## config.mk

```make
export PLATFORM = sky130hd
export DESIGN_NAME = mp_add_sequencer
export DESIGN_NICKNAME = d
export VERILOG_FILES = /design/src/rtl/mp_add_sequencer.sv
export SDC_FILE = /design/constraint.sdc
export NUM_CORES = 1
export LEC_CHECK = 0
export BUFFER_PORTS_ARGS = -buffer_cell sky130_fd_sc_hd__buf_2
export CORE_ASPECT_RATIO = 1.2
export CORE_UTILIZATION = 55
export DETAILED_ROUTE_END_ITERATION = 8
export PLACE_DENSITY = 0.8
export SLEW_MARGIN = 20
export SYNTH_ARGS = -nofsm -noshare
export SYNTH_HDL_FRONTEND = slang
export SYNTH_SLANG_ARGS = --single-unit
```

## constraint.sdc

```tcl
create_clock -name clk -period 26.7 [get_ports clk]
set_clock_uncertainty 0.1 [all_clocks]
set_input_delay 2.67 -clock clk [delete_from_list [all_inputs] [get_ports clk]]
set_output_delay 2.67 -clock clk [all_outputs]
set_load 0.02 [all_outputs]
```

## src/rtl/mp_add_sequencer.sv

```systemverilog
// Multi-precision adder: A+B+Cin computed one 32-bit limb per clock through a single slice.
// Optional signed-overflow output Ovf is built when MP_ADD_OVF_EN is defined.
module mp_add_sequencer #(
    parameter int WORDS = 4
) (
    input  logic                  clk,
    input  logic                  rst,
    input  logic                  In_valid,
    output logic                  In_ready,
    input  logic [32*WORDS-1:0]   A,
    input  logic [32*WORDS-1:0]   B,
    input  logic                  Cin,
    output logic                  Out_valid,
    input  logic                  Out_ready,
    output logic [32*WORDS-1:0]   Sum,
    output logic                  Cout
`ifdef MP_ADD_OVF_EN
    ,
    output logic                  Ovf
`endif
);

    localparam int unsigned N     = 32 * WORDS;
    localparam int unsigned IDX_W = (WORDS > 1) ? $clog2(WORDS) : 1;
    localparam logic [IDX_W-1:0] LAST_IDX = IDX_W'(WORDS - 1);

    typedef enum logic [1:0] {
        IDLE = 2'd0,
        ADD  = 2'd1,
        DONE = 2'd2
    } state_t;

    state_t           state_q;
    state_t           state_d;
    logic             accept;
    logic             step;
    logic             last_limb;
    logic             release_result;

    logic [N-1:0]     a_q;
    logic [N-1:0]     b_q;
    logic             carry_q;
    logic [IDX_W-1:0] idx_q;
    logic [N-1:0]     sum_q;
    logic             cout_q;
    logic             out_valid_q;
    logic [31:0]      a_limb;
    logic [31:0]      b_limb;
    logic [32:0]      slice;

    // State register
    always_ff @(posedge clk or posedge rst) begin
        if (rst) begin
            state_q <= IDLE;
        end else begin
            state_q <= state_d;
        end
    end

    // Next-state and control strobes
    always_comb begin
        state_d        = state_q;
        accept         = 1'b0;
        step           = 1'b0;
        release_result = 1'b0;
        case (state_q)
            IDLE: begin
                if (In_valid && In_ready) begin
                    accept  = 1'b1;
                    state_d = ADD;
                end
            end
            ADD: begin
                step = 1'b1;
                if (last_limb) begin
                    state_d = DONE;
                end
            end
            DONE: begin
                if (Out_ready) begin
                    release_result = 1'b1;
                    state_d        = IDLE;
                end
            end
            default: state_d = IDLE;
        endcase
    end

    // Ready must drop while reset is held, so it cannot wait for a clock edge
    assign In_ready  = (state_q == IDLE) && !rst;
    assign last_limb = (idx_q == LAST_IDX);

    // One shared 32-bit slice, fed by the limb selected by idx_q
    always_comb begin
        a_limb = a_q[32*32'(idx_q) +: 32];
        b_limb = b_q[32*32'(idx_q) +: 32];
        slice  = {1'b0, a_limb} + {1'b0, b_limb} + 33'(carry_q);
    end

    always_ff @(posedge clk or posedge rst) begin
        if (rst) begin
            a_q         <= '0;
            b_q         <= '0;
            carry_q     <= 1'b0;
            idx_q       <= '0;
            sum_q       <= '0;
            cout_q      <= 1'b0;
            out_valid_q <= 1'b0;
        end else begin
            if (accept) begin
                a_q     <= A;
                b_q     <= B;
                carry_q <= Cin;
                idx_q   <= '0;
            end
            if (step) begin
                sum_q[32*32'(idx_q) +: 32] <= slice[31:0];
                carry_q                    <= slice[32];
                idx_q                      <= idx_q + IDX_W'(1);
                if (last_limb) begin
                    cout_q      <= slice[32];
                    out_valid_q <= 1'b1;
                end
            end
            if (release_result) begin
                out_valid_q <= 1'b0;
            end
        end
    end

`ifdef MP_ADD_OVF_EN
    logic ovf_q;

    // Signed overflow: like-signed operands producing an opposite-signed result
    always_ff @(posedge clk or posedge rst) begin
        if (rst) begin
            ovf_q <= 1'b0;
        end else if (step && last_limb) begin
            ovf_q <= (a_q[N-1] == b_q[N-1]) && (slice[31] != a_q[N-1]);
        end
    end

    assign Ovf = ovf_q;
`endif

    assign Sum       = sum_q;
    assign Cout      = cout_q;
    assign Out_valid = out_valid_q;

endmodule

```

==> reports/metrics.cfg <==
[grt]
met2_usage_pct = 49.9
top_usage_layer = met2
grt_pass1_vias = 15185
global_route.usage.met1_pct = 43.1
grt_overflow_total = 0
grt_pass1_wl_mm = 81.9
grt_max_degree = 139
use_met3_pct = 4.51
antenna_found_initial = 2
grtUsageTotal_pct = 31.3

[critical_path]
worstPathRequired_ns = 23.93
slowest_stage = nor3_1
crit_path_start = rst
critPathKind = in2out
arrival_ns = 3.60
slowest_delay_ns = 0.51
endpoint_kind = output pin
crit_family = simple AND/OR/NAND/NOR gates
crit_fanout = 3
critPathLaunchType = input pin
worst-path-buf-inv = 2
crit_chain = buf_2 > nor3_1 > buf_2
rr_startpoint = idx_q[0]$_DFFE_PP0P_
cpMostUsedCell = buf_2

[clock_network]
cts_made_buffers = 39
post_cts_buffers = 0
clock_latency_ns = 0.56
cts.sinks = 391
cts.htree.levels = 2
clockBufferDepth = 3
cts_tree = done
cts_resized = 0
root_buffer = clkbuf_16
clk_pin_slew_ns = 0.06
ctsHoldBuffers = 0

[finish]
drive_gt1_share_pct = 25.4
num-nets-final = 2507
layout_commonest_cell = nand2_1
instances_no_fill = 2645
layout_common_cells = nand2_1 (865), buf_2 (391), dfrtp_1 (389), a22o_1 (80), mux4_2 (64)
finish.utilization_pct = 67.3
areaGrowthSynthToFinish_pct = 20.0

[synthesis]
netlist_area_um2 = 18100
ys_ff_latch = 391
synth_nets = 2166
synth-main-ff-cell = dfrtp_1
synth_edf_count = 0
syn_avg_cell_area_um2 = 9.69
synth_cell_types = 62
seq_area_frac_synth_pct = 54.1
yosysWarnings = 0
syn_inst = 1866
ys_async_sr_fraction_pct = 100

[place]
gp_congestion = 0.902
dp.final_hpwl_mm = 35.9
placed_cells = 2572
port_buffers = 391
pre_cts_slack_ns = 20.31

[die]
dieHeight_um = 201
start_util_pct = 56.0
rows = 72
die_w_um = 167
coreArea_um2 = 32300
dieArea_um2 = 33600
io_pins = 392

[sta]
slew_headroom_pct = 35.9
setup_viol = 0
period_minus_slack_ns = 6.37
rsz0062_at_grt = false
setup_tns_ns = 0
timing.final.crit_share_pct = 23.9
worstMarginPinSlew_ns = 0.961
hold_violations = 0
setup_ws_ns = 20.33
report.final.slew_viol_count = 0
fmax_mhz = 157

[route]
drtIter0Drc = 1355
drt_pass1_iterations = 6
avgRoutedWirePerCell_um = 19.4
viasPerCell = 5.77
route.detailed.drc = 0
wirelength_mm = 51.4
postRouteAntennaNets = 0
vias = 15251

[outcome]
status = complete, no violations

[hold_path]
min_from = a_q[81]$_DFFE_PP0P_
hp-class = reg2reg

[power_and_ir_drop]
cellLeakagePower_nw = 11.5
powerDensity_nw_per_um2 = 158
ir_drop_uv = 75.6
power_mw = 3.42

[run]
cap_violations = 0

-- through the flow --
stage / hold slack (ns) / cell area [um2]
after floorplan: 0.340 / 18100
after global placement: 0.352 / 20300
after detailed placement: 0.358 / 20300
after CTS: 0.373 / 21700
after global routing: 0.388 / 21700
final: 0.370 / 21700
-- worst register-to-register path: stages (launching register included) --
cell      delay [ns]
dfrtp_4         0.88
buf_4           0.75
mux4_2          0.65
fa_1            0.47
inv_1           0.09
fa_1            0.20
nand2b_1        0.17
a21oi_2         0.11
o21a_1          0.22
o311ai_0        0.34
o32ai_1         0.16
a311oi_2        0.60
o21ai_1         0.15
-- where the power goes --
group / switching [mW] / internal, mW / leakage (nW)
Sequential: 0.160 / 0.841 / 5.02
Combinational: 1.20 / 0.636 / 5.79
Clock: 0.235 / 0.350 / 0.673
Total: 1.59 / 1.83 / 11.5
-- synth_stat cells (4+ instances only) --
cell,n,area (um2)
a21o_1,5,37.5
a21oi_1,38,190
a221oi_1,4,35.0
a22o_1,80,701
a22oi_1,5,37.5
and2_1,5,31.3
buf_2,13,65.1
clkbuf_1,94,353
dfrtp_1,391,9780
ha_1,37,463
inv_1,14,52.6
mux4_2,64,1440
nand2_1,866,3250
nand2b_1,5,31.3
nand3_1,11,55.1
nand4_1,14,87.6
nor2_1,38,143
nor3_1,10,50.1
o211ai_1,5,37.5
o21a_1,11,82.6
o21ai_0,38,190
o21ai_1,32,160
o31ai_1,7,52.6
xnor2_1,11,96.3
xor2_1,11,96.3
-- state kept, by name, summed over array words and instances (netlist names) --
name,count
Cout,1
Out_valid,1
Sum,128
a_q,128
b_q,128
carry_q,1
idx_q,2
state_q,2
-- area by class of cell --
type	instances	area (um2)
diodes	2	5.00
well taps	407	509
clock inverters	17	240
multi-input cells	1352	7830
inverters	14	60.1
fillers	2466	10600
clock buffers	53	1140
repair buffers	409	2120
flip-flops and latches	391	9790
-- cell families after synthesis --
group	after synthesis	synth area share [%]
xor gates and xnor gates	23	1.16
muxes	67	8.16
AOI/OAI and AO/OA	259	10.3
and+or+nand+nor	964	20.8
DFF	391	54.1
buffers and inverters	123	2.64
adders and majority gates	39	2.78
-- path summary, 6_finish.rpt --
| path | slack (ns) | endpoint | cells after the start |
|---|---|---|---|
| setup / recovery | 20.33 | In_ready | 3 |
| hold / removal | 0.37 | a_q[81]$_DFFE_PP0P_ | 2 |
| setup reg to reg | 21.67 | Sum[60]$_DFFE_PP0P_ | 12 |
| hold reg to reg | 0.37 | a_q[81]$_DFFE_PP0P_ | 2 |
| max in group asynchronous | 22.85 | idx_q[1]$_DFFE_PP0P_ | 3 |
| min in group asynchronous | 2.26 | Sum[127]$_DFFE_PP0P_ | 2 |
-- layer usage --
metal	wire length, um	part of all wire [%]
met5	0	0
met4	2010	3.9
met3	3280	6.4
met2	24600	48
met1	21500	42
No activity file was read; power rests on OpenSTA's default activity.
